==> src/rtl/stim_sequencer.sv <==
// Stimulation burst sequencer: ramp-up, full-amplitude, optional ramp-down and silent phases,
// one pulse request per period tick. Define STIM_RAMP_DOWN_EN to enable the ramp-down phase.
`timescale 1ns/1ps
module stim_sequencer (
  input  logic        clk,
  input  logic        reset,
  input  logic        enable,
  input  logic [11:0] freq,
  input  logic [5:0]  amplitude,
  input  logic [5:0]  ramp,
  input  logic [9:0]  ramp_factor,
  input  logic [7:0]  on_time,
  input  logic [9:0]  off_time,
  input  logic        pulse_ack,
  output logic        pulse_req,
  output logic [5:0]  dac_amp,
  output logic        stim_active,
  output logic [2:0]  state,
  output logic        overrun
);

  localparam int unsigned CNT_W  = 12;
  localparam int unsigned ACC_W  = 10;
  localparam int unsigned PCNT_W = 10;
  localparam int unsigned AMP_W  = 6;

  localparam logic [2:0] S_IDLE = 3'd0;
  localparam logic [2:0] S_RAMP = 3'd1;
  localparam logic [2:0] S_ON   = 3'd2;
  localparam logic [2:0] S_RD   = 3'd3;
  localparam logic [2:0] S_OFF  = 3'd4;

  logic [2:0]        state_nxt, start_state, after_ramp, after_on;
  logic [CNT_W-1:0]  cnt, cnt_nxt, period_m1;
  logic [PCNT_W-1:0] pcnt, pcnt_nxt, pcnt_inc;
  logic [ACC_W-1:0]  acc, acc_nxt, acc_cap, acc_up;
  logic [ACC_W:0]    acc_sum;
  logic [AMP_W-1:0]  dac_nxt, issue_amp;
  logic              req_nxt, ovr_nxt, active_nxt;
  logic              tick, pending, issue, latch_cfg;

  // Burst configuration, frozen for the duration of a burst
  logic [11:0] freq_q;
  logic [5:0]  amp_q;
  logic [5:0]  ramp_q;
  logic [9:0]  rf_q;
  logic [7:0]  on_q;
  logic [9:0]  off_q;

`ifdef STIM_RAMP_DOWN_EN
  logic [ACC_W-1:0] acc_dn;
`endif

  always_comb begin
    state_nxt   = state;
    cnt_nxt     = cnt;
    pcnt_nxt    = pcnt;
    acc_nxt     = acc;
    dac_nxt     = dac_amp;
    ovr_nxt     = overrun;
    latch_cfg   = 1'b0;
    issue       = 1'b0;
    issue_amp   = dac_amp;
    pending     = pulse_req & ~pulse_ack;
    req_nxt     = pending;
    tick        = (state != S_IDLE) && (cnt == '0);
    period_m1   = (freq_q < 12'd2) ? 12'd1 : freq_q - 12'd1;
    pcnt_inc    = pcnt + PCNT_W'(1);
    acc_sum     = (ACC_W+1)'(acc) + (ACC_W+1)'(rf_q);
    acc_cap     = {amp_q, 4'b0000};
    acc_up      = (acc_sum > (ACC_W+1)'(acc_cap)) ? acc_cap : acc_sum[ACC_W-1:0];
`ifdef STIM_RAMP_DOWN_EN
    acc_dn      = (acc > rf_q) ? acc - rf_q : '0;
`endif

    // Zero-length phases are skipped when a burst starts (uses live config being latched)
    if (ramp != '0)         start_state = S_RAMP;
    else if (on_time != '0) start_state = S_ON;
    else                    start_state = S_OFF;

`ifdef STIM_RAMP_DOWN_EN
    after_ramp = (on_q != '0) ? S_ON : S_RD;
    after_on   = (ramp_q != '0) ? S_RD : S_OFF;
`else
    after_ramp = (on_q != '0) ? S_ON : S_OFF;
    after_on   = S_OFF;
`endif

    if (state != S_IDLE)
      cnt_nxt = (cnt >= period_m1) ? '0 : cnt + CNT_W'(1);

    if (state == S_IDLE) begin
      cnt_nxt  = '0;
      pcnt_nxt = '0;
      acc_nxt  = '0;
      if (enable) begin
        latch_cfg = 1'b1;
        state_nxt = start_state;
      end
    end else if (!enable) begin
      // Let an outstanding request finish before parking in IDLE
      if (!pending) begin
        state_nxt = S_IDLE;
        cnt_nxt   = '0;
        pcnt_nxt  = '0;
        acc_nxt   = '0;
      end
    end else if (tick) begin
      case (state)
        S_RAMP: begin
          issue     = 1'b1;
          issue_amp = acc_up[ACC_W-1:4];
          acc_nxt   = acc_up;
          if (pcnt_inc == PCNT_W'(ramp_q)) begin
            pcnt_nxt  = '0;
            state_nxt = after_ramp;
          end else begin
            pcnt_nxt  = pcnt_inc;
          end
        end
        S_ON: begin
          issue     = 1'b1;
          issue_amp = amp_q;
          if (pcnt_inc == PCNT_W'(on_q)) begin
            pcnt_nxt  = '0;
            state_nxt = after_on;
          end else begin
            pcnt_nxt  = pcnt_inc;
          end
        end
`ifdef STIM_RAMP_DOWN_EN
        S_RD: begin
          issue     = 1'b1;
          issue_amp = acc_dn[ACC_W-1:4];
          acc_nxt   = acc_dn;
          if (pcnt_inc == PCNT_W'(ramp_q)) begin
            pcnt_nxt  = '0;
            state_nxt = S_OFF;
          end else begin
            pcnt_nxt  = pcnt_inc;
          end
        end
`endif
        S_OFF: begin
          if (pcnt_inc >= off_q) begin
            latch_cfg = 1'b1;
            pcnt_nxt  = '0;
            acc_nxt   = '0;
            state_nxt = start_state;
          end else begin
            pcnt_nxt  = pcnt_inc;
          end
        end
        default: state_nxt = S_IDLE;
      endcase
    end

    // A tick that finds a request still outstanding is dropped and flagged
    if (issue) begin
      if (pending) begin
        ovr_nxt = 1'b1;
      end else begin
        req_nxt = 1'b1;
        dac_nxt = issue_amp;
      end
    end

    active_nxt = (state_nxt == S_RAMP) || (state_nxt == S_ON) || (state_nxt == S_RD);
  end

  always_ff @(posedge clk or posedge reset) begin
    if (reset) begin
      state       <= S_IDLE;
      cnt         <= '0;
      pcnt        <= '0;
      acc         <= '0;
      pulse_req   <= 1'b0;
      dac_amp     <= '0;
      overrun     <= 1'b0;
      stim_active <= 1'b0;
      freq_q      <= '0;
      amp_q       <= '0;
      ramp_q      <= '0;
      rf_q        <= '0;
      on_q        <= '0;
      off_q       <= '0;
    end else begin
      state       <= state_nxt;
      cnt         <= cnt_nxt;
      pcnt        <= pcnt_nxt;
      acc         <= acc_nxt;
      pulse_req   <= req_nxt;
      dac_amp     <= dac_nxt;
      overrun     <= ovr_nxt;
      stim_active <= active_nxt;
      if (latch_cfg) begin
        freq_q <= freq;
        amp_q  <= amplitude;
        ramp_q <= ramp;
        rf_q   <= ramp_factor;
        on_q   <= on_time;
        off_q  <= off_time;
      end
    end
  end

endmodule

==> config.mk <==
export PLATFORM = sky130hd
export DESIGN_NAME = stim_sequencer
export DESIGN_NICKNAME = d
export VERILOG_FILES = /design/src/rtl/stim_sequencer.sv
export SDC_FILE = /design/constraint.sdc
export NUM_CORES = 1
export LEC_CHECK = 0
export ABC_AREA = 1
export CORE_ASPECT_RATIO = 0.75
export CORE_MARGIN = 5
export CORE_UTILIZATION = 45
export CTS_BUF_LIST = sky130_fd_sc_hd__clkbuf_16
export DETAILED_ROUTE_END_ITERATION = 16
export GPL_ROUTABILITY_DRIVEN = 1
export MAX_ROUTING_LAYER = met4
export PLACE_DENSITY = 0.64
export SYNTH_ARGS = -nofsm -noshare
export SYNTH_HDL_FRONTEND = slang
export SYNTH_SLANG_ARGS = --single-unit
==> constraint.sdc <==
create_clock -name clk -period 3.7 [get_ports clk]
set_input_delay 0.74 -clock clk [delete_from_list [all_inputs] [get_ports clk]]
set_output_delay 0.74 -clock clk [all_outputs]
set_load 0.02 [all_outputs]
Word-level counts from Yosys, hierarchy flattened
Cells that the tools add are included.
{"block": "classes", "n_addsub": 4, "order_cmp": 4, "eq_ne": 13, "mux": 44, "n_bitwise": 4, "reduce_logical": 15}
{"cell": "10-bit 2-to-1 mux", "n": 12}
{"cell": "12-bit 2-to-1 mux", "n": 6}
{"cell": "3-bit 2-to-1 mux", "n": 11}
{"cell": "10-bit one-hot mux with 3 select lines", "n": 1}
{"cell": "10-bit one-hot mux with 2 select lines", "n": 1}
{"cell": "8-bit nonzero test", "n": 2}
{"cell": "12-bit by 1-bit adder with 12-bit output, second input constant", "n": 1}
{"cell": "12-bit >= comparator", "n": 1}
{"cell": "12-bit zero test", "n": 1}
{"cell": "12-bit by 2-bit < comparator with 1-bit output, second input constant", "n": 1}
{"cell": "6-bit one-hot mux with 2 select lines", "n": 1}
{"cell": "12-bit by 1-bit subtractor with 12-bit output, second input constant", "n": 1}
{"cell": "10-bit by 10-bit adder with 11-bit output", "n": 1}
{"cell": "11-bit by 10-bit greater-than comparator with 1-bit output", "n": 1}
{"cell": "1-bit 2-to-1 mux", "n": 11}
{"cell": "10-bit by 1-bit adder with 10-bit output, second input constant", "n": 1}
{"cell": "10-bit by 6-bit == test with 1-bit output", "n": 1}
{"cell": "10-bit by 8-bit == test with 1-bit output", "n": 1}
{"cell": "10-bit >= comparator", "n": 1}
{"cell": "3-bit by 2-bit == test with 1-bit output, second input constant", "n": 3}
{"cell": "3-bit one-hot mux with 3 select lines", "n": 1}
{"cell": "3-bit by 1-bit == test with 1-bit output, second input constant", "n": 2}
{"cell": "6-bit AND reduction", "n": 1}
{"cell": "6-bit nonzero test", "n": 1}
{"cell": "other kinds (17)", "n": 20}
{"block": "totals", "reg_bits": 96, "input_bits": 56}

Longest topological paths before layout
{"block": "logic_depth", "ltp_word": 11, "depth_mapped": 22, "mapped_depth_nobuf": 22}

Least setup slack after synthesis
Ideal clock, no wire load.
{"block": "synth_timing", "path_kind": "register to register", "from": "reg acc[0]", "to": "reg dac_amp[0]", "setup_ns": 0.123, "t_arrival_ns": 2.949, "required_time_ns": 3.577, "setup_slack_ns": 0.628, "stages_incl_launch_ff": 20, "path_buffers": 1, "synth_period_minus_slack_ns": 3.072, "path_cell_list": "dfrtp_1 > ha_1 > inv_1 > fa_1 > o21ai_1 > a21oi_1 > o21ai_0 > xnor2_1 > inv_1 > ha_1 > nand2_1 > nor4_1 > nand3_1 > a21oi_1 > nand2_1 > buf_4 > nand2_1 > o21ai_0 > o21ai_0 > nand2_1"}
{"block": "synth_via", "elab_chain_len": 4}
{"element": "from (decl)", "line_no": "36", "text": "logic [ACC_W-1:0] acc, acc_nxt, acc_cap, acc_up;"}
{"element": "from (signal assigned)", "line_no": "191", "text": "acc <= acc_nxt;"}
{"element": "10-bit by 10-bit adder with 11-bit output (*)", "line_no": "69", "text": "acc_sum = (ACC_W+1)'(acc) + (ACC_W+1)'(rf_q);"}
{"element": "11-bit by 10-bit greater-than comparator with 1-bit output", "line_no": "71", "text": "acc_up = (acc_sum > (ACC_W+1)'(acc_cap)) ? acc_cap : acc_sum[ACC_W-1:0];"}
{"element": "10-bit 2-to-1 mux (*)", "line_no": "71"}
{"element": "6-bit one-hot mux with 2 select lines (*)", "line_no": "109", "text": "case (state)"}
{"element": "to (signal assigned)", "line_no": "193", "text": "dac_amp <= dac_nxt;"}
{"element": "to (decl)", "line_no": "16", "text": "output logic [5:0] dac_amp,"}
Every way passes the cells marked *; elsewhere a longest branch is shown, timed or not.
A chain may end at the register's enable or synchronous reset.

Worst setup path after layout
{"block": "layout_timing", "from": "reg acc[0]", "to": "reg dac_amp[2]"}
Same word-level chain as after synthesis.

==> flow_summary.yaml <==
run_status:
  status: "completed"
worst_setup_path:
  critPathMaxStageDelay_ps: 410
  worstPathArrival_ps: 3720
  slowest_stage: "fa_1"
  critPathRequiredTime_ps: 3940
  critPathLaunchType: "flip-flop"
  crit_type: "flip-flop to flip-flop"
  path_cells: "ha_1, inv_1, fa_1, o21ai_2, a21oi_1, o21ai_0, xnor2_1, inv_1, ha_1, nand2_1, nor4_1, nand3_1, a21oi_2, nand2_1, nand2_1, o21ai_0, o21ai_0, nand2_1"
  timing.critical_path.mode_cell: "nand2_1"
  reg2reg_slack_ps: 220
  worstSetupEndpointType: "flip-flop"
  path_max_fanout: 5
route:
  wl_per_cell_um: 14.7
  viasPerCell: 5.16
  drtPass1Iterations: 5
  drc_errors: 0
  drt_iter0_drc: 318
  antenna_left: 0
  via_count: 5420
  routed_wl_um: 15500
synth:
  synth-async-reset-ratio_pct: 100
  ys_seq_elements: 96
  syn_nets: 897
  ys.flop_type: "dfrtp_1"
  synth_top_area_share_pct: 38.8
  yosys_warnings: 0
  ys_top_cells_by_count: "200 x nand2_1, 105 x inv_1, 96 x dfrtp_1, 64 x o21ai_0, 56 x nand3_1"
  synth_top_family_by_area: "simple AND/OR/NAND/NOR gates"
  synth_largest_area_cell: "dfrtp_1"
  synthCells: 798
  ys_seq_area_share_pct: 38.8
  synth_compound_area_share_pct: 11.1
  synth_area_leaders: "dfrtp_1 39%, nand2_1 12%, ha_1 8.5%"
  yosysUniqueCellTypes: 50
  syn_area_per_cell_um2: 7.75
  synth-edff-count: 0
  yosys.area_share.simple_pct: 27.3
  synth_fa_ha_area_share_pct: 8.82
  synthMuxAreaShare_pct: 2.55
  syn_area_um2: 6180
  yosys.cell_count.top_type: "nand2_1"
  synthXorXnorAreaFrac_pct: 2.69
floorplanning:
  start_util_pct: 45.4
  fp.coreArea_um2: 13600
  die_area_um2: 16200
  num_rows: 37
  fp.dieW_um: 145
  io_pins: 68
  die_y_um: 112
power:
  cellPowerDensity_nw_per_um2: 740
  p_leak_nw: 3.62
  peakVddDrop_mv: 0.343
global_route:
  grt_antenna_before_repair: 0
  grt_max_degree: 51
  grt_pass1_vias: 5528
  track_usage_pct: 19.8
  gr-total-overflow: 0
  grt_pass1_wl_um: 26100
place:
  post_dp_cell_area_um2: 7090
  globalplace.congestion: 0.957
  dp_slack_ps: 107
  dp.final_hpwl_um: 12100
  port-buffer-count: 67
clock_network:
  cts_tree: "done"
  cts_setup_buffers: 0
  hold_buffers: 0
  cts.sinks: 96
  cts_buffers: 9
  cts_max_path_buffers: 2
  htreeDepth: 3
  clk_pin_slew_ps: 70
  clockRootBuffer: "clkbuf_16"
  clock_latency_ps: 350
timing:
  slew_violations: 0
  setup_viol: 0
  fin_worst_skew_ps: 8.74
  fin_setup_tns_ps: 0
  period_minus_slack_ps: 3480
  fin_crit_sh_pct: 94.0
  hold_viol: 0
  rsz0062_at_grt: "no"
  layout_setup_ws_ps: 221
  slew_headroom_pct: 52.5
  worst_pin_slew_ps: 710
  fmax_mhz: 287
layout:
  areaGrowthSynthToFinish_pct: 20.0
  fin_area_um2: 7420
  drive_above_1_share_pct: 8.80
  antenna_cells: 0
  nNetsFinal: 970
hold_path:
  hp-class: "flip-flop to flip-flop"
flow_run:
  maxCapViolations: 0
## path summary, 6_finish.rpt
kind / from / end / cells past startpoint
hold reg to reg: cnt[0] / cnt[0] / 1
hold / removal: cnt[0] / cnt[0] / 1
setup / recovery: acc[0] / dac_amp[2] / 18
max in group asynchronous: reset / rf_q[4] / 3
min in group asynchronous: reset / freq_q[1] / 2
setup reg to reg: acc[0] / dac_amp[2] / 18
## cells by family after synthesis
family | count (synthesis)
compound gates | 121
xor+xnor | 19
fa+ha+maj | 43
buf+inv | 133
flops | 96
mux | 14
simple gates | 372
## routing by layer
layer	up-vias	GRT usage, %	share of wire [%]
met5	-	-	0
met4	0	2.49	0.58
met3	9	3.91	3.6
met2	91	32.6	47
met1	2574	26.2	49
li1	2746	-	-
## per-stage QoR
| stage | total power, mW | cells | hold slack, ps | util (%) |
|---|---|---|---|---|
| 6_report | 5.49 | 1050 | 487 | 54.5 |
| 5_1_grt | 6.01 | 1050 | 511 | 54.5 |
| 4_1_cts | 5.48 | 1049 | 485 | 54.4 |
| 3_5_place_dp | 4.43 | 1034 | 470 | 52.1 |
| 3_3_place_gp | 4.35 | 1034 | 449 | 52.1 |
| 2_1_floorplan | 3.64 | 798 | 432 | - |
## power breakdown
part           leakage, nW  internal (mW)  total, mW  switching, mW
combinational         2.23           1.06       2.80           1.73
clock                0.156          0.594       1.02          0.426
sequential            1.23           1.42       1.68          0.255
total                 3.62           3.08       5.49           2.41
## state kept, by name, indices dropped and copies added (netlist names), 8 cells and up
name / cells
cnt: 12
freq_q: 12
acc: 10
off_q: 10
pcnt: 10
rf_q: 10
on_q: 8
## layout by cell type, fill, tap and decap left out, types with 3 or more instances in the layout
cell,synthesis,final
nor2_1,47,47
nand3_2,3,3
nor4_1,5,5
o21ai_0,64,63
nor2_2,4,4
nand4_1,16,16
ha_1,42,42
a22o_1,6,6
nor3_1,12,12
o21ai_1,6,6
clkbuf_16,0,9
a21oi_1,27,26
xnor2_1,6,6
nand2_1,200,200
mux2_1,14,14
clkinv_4,0,4
o211ai_1,3,3
nor2_4,4,4
nand3_1,56,56
or2_2,4,4
clkdlybuf4s50_1,0,67
dfrtp_1,96,96
inv_2,9,9
buf_4,3,9
nand2_2,13,14
inv_1,105,104
xor2_1,13,13
## critical path, delay by kind of cell (launching register included)
family	cells	cell delay (ps)
compound gates	6	1010
xor+xnor	1	190
fa+ha+maj	3	870
buf+inv	2	120
flops	1	370
simple gates	6	810
## timing repair
action | in CTS | in global routing
hold endpoints to repair | 0 | 0
endpoints found under the setup margin | 0 | 16
resized for setup | 0 | 4
## cell type report
| cell class | instances | area (µm²) |
|---|---|---|
| multi-input cells | 570 | 3260 |
| flip-flops and latches | 96 | 2400 |
| repair buffers | 78 | 778 |
| clock inverters | 6 | 95.1 |
| fillers | 1294 | 6190 |
| clock buffers | 9 | 225 |
| well taps | 175 | 219 |
| inverters | 116 | 442 |
Note: power is estimated with default switching activity, not from simulation.
